**src/rtl/multicycle_control.sv**
```systemverilog
// Multi-cycle control unit for the 9-bit ISA: latches one instruction per
// handshake and sequences datapath controls through EXEC/MUL/MEM/WB states.
module multicycle_control #(
  parameter int unsigned MCODEBITS   = 9,
  parameter int unsigned OPWIDTH     = 4,
  parameter int unsigned MUL_CYCLES  = 3,
  parameter int unsigned MEM_TIMEOUT = 16
) (
  input  logic                 clk,
  input  logic                 reset,
  input  logic [MCODEBITS-1:0] instr,
  input  logic                 instr_valid,
  output logic                 instr_ready,
  input  logic                 mem_ack,
  output logic                 mem_req,
  output logic                 RegDst,
  output logic                 Branch,
  output logic                 MemtoReg,
  output logic                 MemWrite,
  output logic                 ALUSrc,
  output logic                 RegWrite,
  output logic [OPWIDTH-1:0]   ALUOp,
  output logic                 pc_en,
  output logic                 illegal_op,
  output logic                 mem_err
);

  localparam int unsigned MUL_W = $clog2(MUL_CYCLES + 1);
  localparam int unsigned MEM_W = $clog2(MEM_TIMEOUT + 1);
  localparam int unsigned MAX_W = (MUL_W > MEM_W) ? MUL_W : MEM_W;
  localparam int unsigned CNT_W = (MAX_W > 0) ? MAX_W : 1;

  typedef enum logic [2:0] {
    S_IDLE, S_EXEC, S_ILL, S_MUL, S_MEM, S_WB, S_ABORT
  } state_e;

  state_e               state_q, state_d;
  logic [MCODEBITS-1:0] ir_q, ir_d;
  logic [CNT_W-1:0]     cnt_q, cnt_d;

  logic               ready_q, req_q, branch_q, m2r_q, mw_q, asrc_q, rw_q;
  logic               pc_q, ill_q, err_q;
  logic [OPWIDTH-1:0] aluop_q;
  logic               ready_d, req_d, branch_d, m2r_d, mw_d, asrc_d, rw_d;
  logic               pc_d, ill_d, err_d;
  logic [OPWIDTH-1:0] aluop_d;

  logic [2:0]         opcode;
  logic [1:0]         funct;
  state_e             dec_tgt;
  logic [OPWIDTH-1:0] dec_aluop;
  logic               dec_alusrc, dec_branch, dec_store;
  logic               accept;
  logic               unused_ir_bits;

  assign accept = (state_q == S_IDLE) && instr_valid;
  assign ir_d   = accept ? instr : ir_q;
  assign opcode = ir_d[MCODEBITS-1 -: 3];
  assign funct  = ir_d[MCODEBITS-4 -: 2];
  assign unused_ir_bits = ^ir_q[MCODEBITS-6:0];

  // Instruction decode: target state and the controls it carries
  always_comb begin
    dec_tgt    = S_EXEC;
    dec_aluop  = '1;
    dec_alusrc = 1'b0;
    dec_branch = 1'b0;
    dec_store  = 1'b0;
    case (opcode)
      3'b000: begin
        if (funct[1]) dec_tgt = S_ILL;
        else          dec_aluop = OPWIDTH'(funct[0]);
      end
      3'b001: begin
        dec_tgt = S_MEM; dec_alusrc = 1'b1; dec_aluop = '0;
      end
      3'b010: begin
        dec_tgt = S_MEM; dec_alusrc = 1'b1; dec_aluop = '0; dec_store = 1'b1;
      end
      3'b011: begin
        dec_alusrc = 1'b1; dec_aluop = '0;
      end
      3'b100: dec_branch = 1'b1;
      3'b101: dec_aluop = '1;
      3'b110: dec_aluop = OPWIDTH'(2) + OPWIDTH'(funct);
      default: begin
        case (funct)
          2'b00:   dec_aluop = OPWIDTH'(6);
          2'b01:   dec_aluop = OPWIDTH'(7);
          2'b10:   begin dec_tgt = S_MUL; dec_aluop = OPWIDTH'(8); end
          default: dec_tgt = S_ILL;
        endcase
      end
    endcase
  end

  // Next state and counters
  always_comb begin
    state_d = state_q;
    cnt_d   = cnt_q;
    case (state_q)
      S_IDLE: begin
        if (instr_valid) begin
          state_d = dec_tgt;
          cnt_d   = (dec_tgt == S_MUL) ? CNT_W'(MUL_CYCLES - 1) : '0;
        end
      end
      S_MUL: begin
        if (cnt_q == '0) state_d = S_IDLE;
        else             cnt_d   = cnt_q - CNT_W'(1);
      end
      S_MEM: begin
        if (mem_ack) begin
          state_d = dec_store ? S_IDLE : S_WB;
          cnt_d   = '0;
        end else if ((MEM_TIMEOUT != 0) && (cnt_q == CNT_W'(MEM_TIMEOUT - 1))) begin
          state_d = S_ABORT;
          cnt_d   = '0;
        end else if (MEM_TIMEOUT != 0) begin
          cnt_d = cnt_q + CNT_W'(1);
        end
      end
      default: state_d = S_IDLE;
    endcase
  end

  // Output values for the state being entered, registered below
  always_comb begin
    ready_d  = (state_d == S_IDLE);
    req_d    = 1'b0;
    branch_d = 1'b0;
    m2r_d    = 1'b0;
    mw_d     = 1'b0;
    asrc_d   = 1'b0;
    rw_d     = 1'b0;
    aluop_d  = '1;
    pc_d     = 1'b0;
    ill_d    = 1'b0;
    err_d    = 1'b0;
    case (state_d)
      S_EXEC: begin
        aluop_d  = dec_aluop;
        asrc_d   = dec_alusrc;
        branch_d = dec_branch;
        rw_d     = !dec_branch;
        pc_d     = 1'b1;
      end
      S_ILL: begin
        ill_d = 1'b1;
        pc_d  = 1'b1;
      end
      S_MUL: begin
        aluop_d = OPWIDTH'(8);
        rw_d    = (cnt_d == '0);
        pc_d    = (cnt_d == '0);
      end
      S_MEM: begin
        req_d   = 1'b1;
        aluop_d = dec_aluop;
        asrc_d  = dec_alusrc;
        mw_d    = dec_store;
      end
      S_WB: begin
        m2r_d = 1'b1;
        rw_d  = 1'b1;
        pc_d  = 1'b1;
      end
      S_ABORT: begin
        err_d = 1'b1;
        pc_d  = 1'b1;
      end
      default: ;
    endcase
  end

  always_ff @(posedge clk or posedge reset) begin
    if (reset) begin
      state_q  <= S_IDLE;
      ir_q     <= '0;
      cnt_q    <= '0;
      ready_q  <= 1'b1;
      req_q    <= 1'b0;
      branch_q <= 1'b0;
      m2r_q    <= 1'b0;
      mw_q     <= 1'b0;
      asrc_q   <= 1'b0;
      rw_q     <= 1'b0;
      aluop_q  <= '1;
      pc_q     <= 1'b0;
      ill_q    <= 1'b0;
      err_q    <= 1'b0;
    end else begin
      state_q  <= state_d;
      ir_q     <= ir_d;
      cnt_q    <= cnt_d;
      ready_q  <= ready_d;
      req_q    <= req_d;
      branch_q <= branch_d;
      m2r_q    <= m2r_d;
      mw_q     <= mw_d;
      asrc_q   <= asrc_d;
      rw_q     <= rw_d;
      aluop_q  <= aluop_d;
      pc_q     <= pc_d;
      ill_q    <= ill_d;
      err_q    <= err_d;
    end
  end

  // A store retires in the MEM cycle whose ack completes it, hence the ack term
  assign pc_en       = pc_q | ((state_q == S_MEM) && dec_store && mem_ack);
  assign instr_ready = ready_q;
  assign mem_req     = req_q;
  assign RegDst      = 1'b0;
  assign Branch      = branch_q;
  assign MemtoReg    = m2r_q;
  assign MemWrite    = mw_q;
  assign ALUSrc      = asrc_q;
  assign RegWrite    = rw_q;
  assign ALUOp       = aluop_q;
  assign illegal_op  = ill_q;
  assign mem_err     = err_q;

endmodule
```
**config.mk**
```make
export PLATFORM = sky130hd
export DESIGN_NAME = multicycle_control
export DESIGN_NICKNAME = d
export VERILOG_FILES = /design/src/rtl/multicycle_control.sv
export SDC_FILE = /design/constraint.sdc
export NUM_CORES = 1
export LEC_CHECK = 0
export CAP_MARGIN = 25
export CORE_MARGIN = 4
export CORE_UTILIZATION = 56
export DETAILED_ROUTE_END_ITERATION = 8
export PLACE_DENSITY_LB_ADDON = 0.2
export SLEW_MARGIN = 20
export SYNTH_ARGS = -nofsm -noshare
export SYNTH_HDL_FRONTEND = slang
export SYNTH_SLANG_ARGS = --single-unit
```
**constraint.sdc**
```tcl
create_clock -name clk -period 6.5 [get_ports clk]
set_input_delay 1.3 -clock clk [delete_from_list [all_inputs] [get_ports clk]]
set_output_delay 1.3 -clock clk [all_outputs]
set_load 0.01 [all_outputs]
```
==> results of run 1 <==
-- through the flow --
step                power [mW]  std cells
finish                  0.7495        228
global route            0.8172        228
CTS                     0.7506        227
detailed placement      0.6758        223
global placement        0.6626        223
floorplan               0.5554        176
-- layout by cell type, fill, tap and decap left out, types with 3 or more instances in the layout --
cell	netlist	routed
and2_1	3	3
and3_1	4	4
dfstp_2	5	5
a31oi_1	3	3
o21ai_1	3	3
clkdlybuf4s50_1	0	22
mux2i_1	3	3
o211ai_1	3	3
clkbuf_4	0	3
o21bai_1	3	3
ha_1	6	6
dfrtp_1	22	22
nor3_1	6	6
nand3_1	10	10
a21oi_1	8	8
inv_1	17	16
nor2_1	10	10
nand2_1	14	14
o21ai_0	7	7
-- sequential cells by signal (all words and copies together) (netlist names) --
register / cells
ir_q: 5
mem_req: 1
RegWrite: 1
ALUSrc: 1
MemWrite: 1
ALUOp: 4
mem_err: 1
pc_q: 1
instr_ready: 1
cnt_q: 5
state_q: 3
Branch: 1
MemtoReg: 1
illegal_op: 1
-- cell families (layout without fill, tap and decap cells) --
group | after synthesis | count (layout) | synth area share
other | 1 | 1 | 0.002307
muxes | 5 | 5 | 0.03464
and+or+nand+nor | 66 | 66 | 0.2294
AOI/OAI and AO/OA | 45 | 45 | 0.1917
buffers and inverters | 24 | 45 | 0.06543
DFF | 27 | 27 | 0.4196
xor gates and xnor gates | 2 | 2 | 0.01078
adders and majority gates | 6 | 6 | 0.04619
-- synthesized netlist by cell type (3+ instances only) --
cell / n / area share
dfrtp_1: 22 / 0.34
inv_1: 17 / 0.039
nand2_1: 14 / 0.032
nand3_1: 10 / 0.031
nor2_1: 10 / 0.023
a21oi_1: 8 / 0.025
o21ai_0: 7 / 0.022
ha_1: 6 / 0.046
nor3_1: 6 / 0.018
dfstp_2: 5 / 0.081
and3_1: 4 / 0.015
a31oi_1: 3 / 0.012
and2_1: 3 / 0.012
buf_2: 3 / 0.0092
mux2i_1: 3 / 0.018
o211ai_1: 3 / 0.014
o21ai_1: 3 / 0.0092
o21bai_1: 3 / 0.014
-- cell type report --
cell class | instances | area, um2
clock buffers | 4 | 26.28
inverters | 17 | 63.81
flip-flops and latches | 27 | 681.9
fillers | 231 | 867.1
repair buffers | 24 | 242.7
multi-input cells | 125 | 837.1
well taps | 31 | 38.79
-- critical path, stage by stage --
cell,delay [ns]
clkdlybuf4s50_1,0.49
nor4b_2,0.23
buf_4,0.29
nor3_1,0.08
a31oi_1,0.28
o21bai_1,0.12
clkdlybuf4s50_1,0.48
-- report_power, final --
part	internal, mW	switching (mW)
Clock	0.0240	0.0462
Combinational	0.183	0.214
Sequential	0.229	0.0533
Total	0.436	0.314
-- worst max path at each step --
stage,from,endpoint,slack (ns)
after detailed placement,instr_valid,pc_en,1.95
after floorplan,instr_valid,pc_en,3.02
final,instr_valid,pc_en,1.93
after CTS,instr_valid,pc_en,1.94
after global routing,instr_valid,pc_en,1.83
after global placement,instr_valid,pc_en,1.98
-- metal layers --
| metal | vias to the layer above | share of wire | GRT usage |
|---|---|---|---|
| met5 | - | 0 | 0 |
| met4 | 0 | 0.017 | 0.07576 |
| met3 | 8 | 0.068 | 0.02686 |
| met2 | 52 | 0.46 | 0.3214 |
| met1 | 645 | 0.45 | 0.3049 |
| li1 | 676 | - | - |
==> flow_summary_export.csv, run 1 <==
group,metric,value,unit
sta,timing.final.ws_setup,1.927,ns
sta,rsz0062_at_grt,"no",
floorplanning,top_level_ports,28,
finish,drive_gt1_frac,0.08629,
worst_setup_path,critPathLaunchType,"primary input",
sta,fin_crit_sh,0.7035,
routing,ant_nets,0,
finish,finalNetCount,217,
hold_path,hold_class,"reg2reg",
grt,grt-ovfl-total,0,
sta,hold_ws,0.5900,ns
clocking,clkTransAtPathRegs,0.14,ns
hold_path,holdPathStages,2,
floorplanning,initial_core_util,0.5894,
sta,tightest_slew,0.7439,ns
clocking,cts_buffers,3,
sta,hold_viol_final,0,
synthesis,syn_area,1625,um2
clocking,insertion_delay,0.32,ns
floorplanning,fp.dieH,61.88,um
sta,fmax,0.2187,GHz
clocking,cts_hold_buf,0,
routing,vias,1381,
routing,viasPerCell,6.057,
power_and_ir_drop,ir_worst_vdd,0.2639,mV
routing,drc,0,
hold_path,min_to,"ir_q[4]",
sta,setup_viol,0,
worst_setup_path,rr_worst_depth,9,
worst_setup_path,cp.arrival,3.27,ns
finish,antenna_cells,0,
sta,setup_tns,0,ns
power_and_ir_drop,p_leak,0.8533,nW
clocking,cts_buffer_depth,2,
synthesis,synth_edf_count,0,
worst_setup_path,worstSetupPathType,"in2out",
synthesis,ys.flop_type,"dfrtp_1",
run_status,status,"finished clean",
routing,wl,3.513,mm
synthesis,avgSynthCellArea,9.235,um2
clocking,cts_resized,0,
floorplanning,rows,19,
worst_setup_path,crit_fanout,21,
synthesis,yosys_register_bits,27,
sta,skew,0.005344,ns
placed_design,placedInstanceArea,1849,um2
placed_design,hpwl,2.674,mm
floorplanning,dieArea,3829,um2
finish,final_util,0.6856,
synthesis,yosysWarnings,0,
worst_setup_path,endpoint_kind,"output pin",
grt,first_global_vias,1281,
grt,grt_pass1_wl,5.989,mm
sta,maxSlewViolCount,0,
job,cap_violations,0,
synthesis,synthCells,176,
worst_setup_path,reg2reg_from,"state_q[0]",
finish,area_delta_synth_final,16.32,%
synthesis,syn-num-nets,195,
routing,wire_per_inst,15.41,um
clocking,clkSinkCount,27,
clocking,h-tree-depth,1,
worst_setup_path,r2r_slack,3.51,ns
grt,antenna_found_initial,0,
synthesis,yosysSeqAreaShare,0.4196,
worst_setup_path,reg2reg_to,"RegWrite",
synthesis,synth_cell_type_count,57,
clocking,cts_tree,"yes",
grt,grt_max_degree,28,
placed_design,io_buffer_count,22,
routing,drt_iter0_drc,63,
placed_design,pre_cts_ws,1.954,ns
clocking,postCtsSetupBuffers,0,
synthesis,synthArstFlopShare,1.000,
grt,track_usage,0.2101,
worst_setup_path,required,5.20,ns
clocking,cts-root-buf,"clkbuf_4",
sta,slew_headroom,0.4971,
floorplanning,core,2758,um2
routing,first_pass_iters,4,
finish,fin_area,1891,um2
floorplanning,dieWidth,61.88,um
sta,fin_crit,4.573,ns
placed_design,gp_congestion,0.9409,
hold_path,hold_start,"ir_q[4]",
power_and_ir_drop,powerDensity,396.4,nW/um2
(Power assumes the default switching activity.)
==> inputs of run 2 (changes only) <==
--- a/config.mk
+++ b/config.mk
@@ -7,7 +7,7 @@
 export LEC_CHECK = 0
 export CAP_MARGIN = 25
 export CORE_MARGIN = 4
-export CORE_UTILIZATION = 56
+export CORE_UTILIZATION = 47
 export DETAILED_ROUTE_END_ITERATION = 8
 export PLACE_DENSITY_LB_ADDON = 0.2
 export SLEW_MARGIN = 20
==> constraint.sdc (replaced) <==
create_clock -name clk -period 3.9 [get_ports clk]
set_input_delay 0.78 -clock clk [delete_from_list [all_inputs] [get_ports clk]]
set_output_delay 0.78 -clock clk [all_outputs]
set_load 0.01 [all_outputs]
==> flow_summary_export.csv, run 2 (synthesis results as in run 1) <==
group,metric,value,unit
placed_design,placedInstanceArea,1883,um2
worst_setup_path,r2r_slack,1.06,ns
power_and_ir_drop,pwr-share-seq,0.373,
clocking,cts_resized,0,
power_and_ir_drop,ir_worst_vdd,0.3010,mV
finish,fill_cells,308,
worst_setup_path,critPathLaunchType,"primary input",
hold_path,hold_class,"reg2reg",
clocking,postCtsSetupBuffers,0,
power_and_ir_drop,p_leak,0.8684,nW
worst_setup_path,crit_buf_inv,3,
clocking,cts_buffers,3,
routing,ant_nets,0,
power_and_ir_drop,finalPower,1.261,mW
floorplanning,dieArea,4463,um2
placed_design,io_buffer_count,22,
routing,wl,3.536,mm
clocking,cts_tree,"yes",
clocking,h-tree-depth,1,
clocking,clkTransAtPathRegs,0.13,ns
sta,setup_viol,0,
routing,vias,1386,
routing,wire_per_inst,14.43,um
sta,skew,0.01379,ns
sta,hold_viol_final,0,
grt,antenna_found_initial,0,
power_and_ir_drop,p_clk_frac,0.095,
routing,drc,0,
worst_setup_path,cp_cell_sequence,"clkdlybuf4s50_1, nor4b_2, buf_4, nor3_1, a31oi_1, o21bai_1, clkdlybuf4s50_1",
grt,grt_max_degree,28,
sta,slew_headroom,0.5619,
floorplanning,rows,21,
grt,first_global_vias,1305,
placed_design,dpl.cell_count,240,
sta,fin_crit,3.472,ns
floorplanning,top_level_ports,28,
finish,layout_common_cells,"dfrtp_1 (22), clkdlybuf4s50_1 (22), inv_1 (16), nand2_1 (14)",
floorplanning,initial_core_util,0.4871,
worst_setup_path,cp_slowest_stage_delay,0.50,ns
clocking,clkSinkCount,27,
finish,fin_area,1937,um2
grt,grt_pass1_wl,6.154,mm
clocking,cts_hold_buf,0,
grt,track_usage,0.1783,
grt,grt-ovfl-total,0,
power_and_ir_drop,comb_power_share,0.532,
worst_setup_path,crit_family,"buffers and inverters",
sta,rsz0062_at_grt,"no",
routing,first_pass_iters,4,
finish,area_delta_synth_final,19.17,%
run_status,status,"finished clean",
finish,antenna_cells,0,
sta,fin_crit_sh,0.8903,
clocking,insertion_delay,0.32,ns
sta,fmax,0.2880,GHz
worst_setup_path,cp.arrival,2.69,ns
power_and_ir_drop,power_switching,0.5257,mW
floorplanning,fp.dieH,66.81,um
worst_setup_path,worstSetupPathType,"in2out",
routing,viasPerCell,5.657,
power_and_ir_drop,p_sw_frac,0.4168,
placed_design,gp_congestion,0.9128,
sta,setup_tns,0,ns
placed_design,hpwl,2.690,mm
power_and_ir_drop,p_int,0.7356,mW
finish,drive_gt1_frac,0.09548,
worst_setup_path,crit_path_frequent_cell,"clkdlybuf4s50_1",
finish,finalNetCount,219,
floorplanning,dieWidth,66.81,um
power_and_ir_drop,powerDensity,651.2,nW/um2
clocking,cts_buffer_depth,2,
worst_setup_path,endpoint_kind,"output pin",
worst_setup_path,slowest_stage,"clkdlybuf4s50_1",
routing,drt_iter0_drc,69,
worst_setup_path,required,3.12,ns
sta,tightest_slew,0.6557,ns
job,cap_violations,0,
worst_setup_path,crit_fanout,21,
sta,maxSlewViolCount,0,
floorplanning,core,3337,um2
finish,layout.cells.non_filler,245,
clocking,cts-root-buf,"clkbuf_4",
==> run 2: cell count changes in the layout (fill, tap and decap cells not counted) <==
cell and delta:
buf_16 +1, buf_4 +2, buf_8 -1
==> run 2: worst min-delay path, cell delays in order (launching register included) <==
cell     delay, ns
dfrtp_1       0.40
nand2_1       0.06
nand2_1       0.07
==> run 2: layer usage <==
metal / vias to the layer above / global-route usage / share of wire
met5: - / 0 / 0
met4: 0 / 0.05838 / 0.0096
met3: 4 / 0.02361 / 0.051
met2: 42 / 0.2710 / 0.46
met1: 661 / 0.2598 / 0.48
li1: 679 / - / -
==> run 2: path summary, 6_finish.rpt <==
check                           cells past startpoint   startpoint          end
worst max-delay path                                7  instr_valid        pc_en
worst min-delay path                                2      ir_q[4]      ir_q[4]
worst max register to register                     10   state_q[0]     RegWrite
worst min register to register                      2      ir_q[4]      ir_q[4]
max in group asynchronous                           3        reset  instr_ready
min in group asynchronous                           2        reset       Branch
==> run 2: cell type report <==
class / count / area (um2) / share of cell area
Clock buffer: 4 / 26.28 / 0.01357
Multi-Input combinational cell: 125 / 837.1 / 0.4322
Tap cell: 46 / 57.56 / 0.02972
Timing Repair Buffer: 26 / 270.3 / 0.1395
Sequential cell: 27 / 681.9 / 0.3521
Inverter: 17 / 63.81 / 0.03295
==> run 2: through the flow <==
| step | utilization | worst slack, ns | hold slack (ns) |
|---|---|---|---|
| global placement | 0.5643 | 0.3484 | 0.5401 |
| global route | 0.5804 | 0.3020 | 0.6096 |
| CTS | 0.5722 | 0.4229 | 0.5683 |
| detailed placement | 0.5643 | 0.3720 | 0.5372 |
| finish | 0.5804 | 0.4278 | 0.5609 |
| floorplan | - | 1.077 | 0.4930 |
==> run 2: power groups by stage <==
stage          Combinational, mW  Clock [mW]  Sequential, mW
2_1_floorplan              0.452           0           0.473
3_3_place_gp               0.651           0           0.471
3_5_place_dp               0.663           0           0.475
4_1_cts                    0.665       0.122           0.469
5_1_grt                    0.752       0.134           0.489
6_report                   0.671       0.119           0.471
==> inputs of run 3 (changes only) <==
--- a/config.mk
+++ b/config.mk
@@ -10,6 +10,7 @@
 export CORE_UTILIZATION = 47
 export DETAILED_ROUTE_END_ITERATION = 8
 export PLACE_DENSITY_LB_ADDON = 0.2
+export RECOVER_POWER = 100
 export SLEW_MARGIN = 20
 export SYNTH_ARGS = -nofsm -noshare
 export SYNTH_HDL_FRONTEND = slang
==> flow_summary_export.csv, run 3 (synthesis results as in run 1) <==
group,metric,value,unit
worst_setup_path,required,3.12,ns
finish,antenna_cells,0,
clocking,insertion_delay,0.32,ns
floorplanning,top_level_ports,28,
worst_setup_path,r2r_slack,1.01,ns
sta,fmax,0.2791,GHz
floorplanning,rows,21,
routing,vias,1387,
grt,track_usage,0.1783,
finish,multi_input_area,823.3,um2
worst_setup_path,worstSetupPathType,"in2out",
finish,final_common_cell,"dfrtp_1",
floorplanning,dieArea,4463,um2
finish,seqCellArea,681.9,um2
clocking,cts-root-buf,"clkbuf_4",
power_and_ir_drop,p_leak,0.8605,nW
worst_setup_path,crit_fanout,21,
routing,viasPerCell,5.661,
sta,hold_ws,0.5671,ns
hold_path,hold_start,"ir_q[4]",
hold_path,hold_class,"reg2reg",
finish,final_util,0.5669,
power_and_ir_drop,ir_worst_vdd,0.2923,mV
power_and_ir_drop,finalPower,1.225,mW
worst_setup_path,reg2reg_from,"state_q[0]",
worst_setup_path,endpoint_kind,"output pin",
sta,setup_tns,0,ns
floorplanning,initial_core_util,0.4871,
worst_setup_path,endpoint,"pc_en",
sta,maxSlewViolCount,0,
worst_setup_path,reg2reg_to,"RegWrite",
sta,skew,0.01227,ns
sta,rsz0062_at_grt,"no",
worst_setup_path,cp.arrival,2.80,ns
floorplanning,dieWidth,66.81,um
routing,wire_per_inst,14.28,um
finish,layout_common_cells,"dfrtp_1 (22), inv_1 (16), dlygate4sd3_1 (16), nand2_1 (14)",
sta,slew_headroom,0.3768,
grt,grt_max_degree,28,
job,cap_violations,0,
sta,fin_crit_sh,0.9188,
sta,setup_viol,0,
floorplanning,core,3337,um2
routing,ant_nets,0,
floorplanning,fp.dieH,66.81,um
clocking,postCtsSetupBuffers,0,
finish,finalNetCount,219,
grt,grt_pass1_wl,6.154,mm
placed_design,hpwl,2.690,mm
run_status,status,"finished clean",
finish,area_delta_synth_final,16.40,%
routing,wl,3.498,mm
clocking,cts_hold_buf,0,
sta,fin_crit,3.583,ns
routing,first_pass_iters,4,
clocking,cts_tree,"yes",
worst_setup_path,critPathLaunchType,"primary input",
routing,drc,0,
grt,grt-ovfl-total,0,
clocking,cts_resized,0,
grt,first_global_vias,1305,
placed_design,gp_congestion,0.9128,
finish,drive_gt1_frac,0.07035,
worst_setup_path,rr_worst_depth,10,
clocking,h-tree-depth,1,
power_and_ir_drop,powerDensity,647.6,nW/um2
sta,hold_viol_final,0,
clocking,clkTransAtPathRegs,0.13,ns
clocking,cts_buffer_depth,2,
clocking,clkSinkCount,27,
clocking,cts_buffers,3,
routing,drt_iter0_drc,70,
finish,fill_cells,316,
worst_setup_path,cp-startpoint,"instr_valid",
sta,tightest_slew,0.9348,ns
placed_design,io_buffer_count,22,
grt,antenna_found_initial,0,
run 3: power breakdown:
part           internal, mW  leakage, nW  switching, mW
clock                0.0400       0.0150         0.0797
sequential            0.382        0.343         0.0842
combinational         0.285        0.502          0.354
total                 0.707        0.861          0.518
run 3: worst min-delay path by stage:
| stage | end | slack, ns | depth (start not counted) |
|---|---|---|---|
| final | ir_q[4] | 0.57 | 2 |
| after global routing | ir_q[4] | 0.61 | 2 |
| after CTS | ir_q[4] | 0.57 | 2 |
| after detailed placement | ir_q[4] | 0.54 | 2 |
| after global placement | ir_q[4] | 0.54 | 2 |
| after floorplan | ir_q[4] | 0.49 | 2 |
run 3: final cells by class:
| class | count | area share |
|---|---|---|
| clock buffer | 4 | 0.01389 |
| inverter | 17 | 0.03373 |
| multi-input combinational | 125 | 0.4352 |
| sequential | 27 | 0.3605 |
| tap | 46 | 0.03042 |
| timing repair buffer | 26 | 0.1263 |
run 3: metal layers:
layer | global-route usage | vias to the layer above | wire [um]
li1 | - | 677 | -
met1 | 0.2598 | 663 | 1677
met2 | 0.2710 | 45 | 1612
met3 | 0.02361 | 2 | 193
met4 | 0.05838 | 0 | 14
met5 | 0 | - | 0
run 3: worst max-delay path, stage by stage:
cell and delay (ns):
dlygate4sd3_1 0.56, nor4b_1 0.24, buf_4 0.29, nor3_1 0.08, a31oi_1 0.25, o21bai_1 0.12, clkdlybuf4s50_1 0.48
run 3: per-stage QoR:
step,cells,instance area [um2],setup slack [ns]
global placement,240,1883,0.3484
floorplan,176,1625,1.077
finish,245,1892,0.3166
global route,245,1892,0.1537
CTS,244,1909,0.4229
detailed placement,240,1883,0.3720
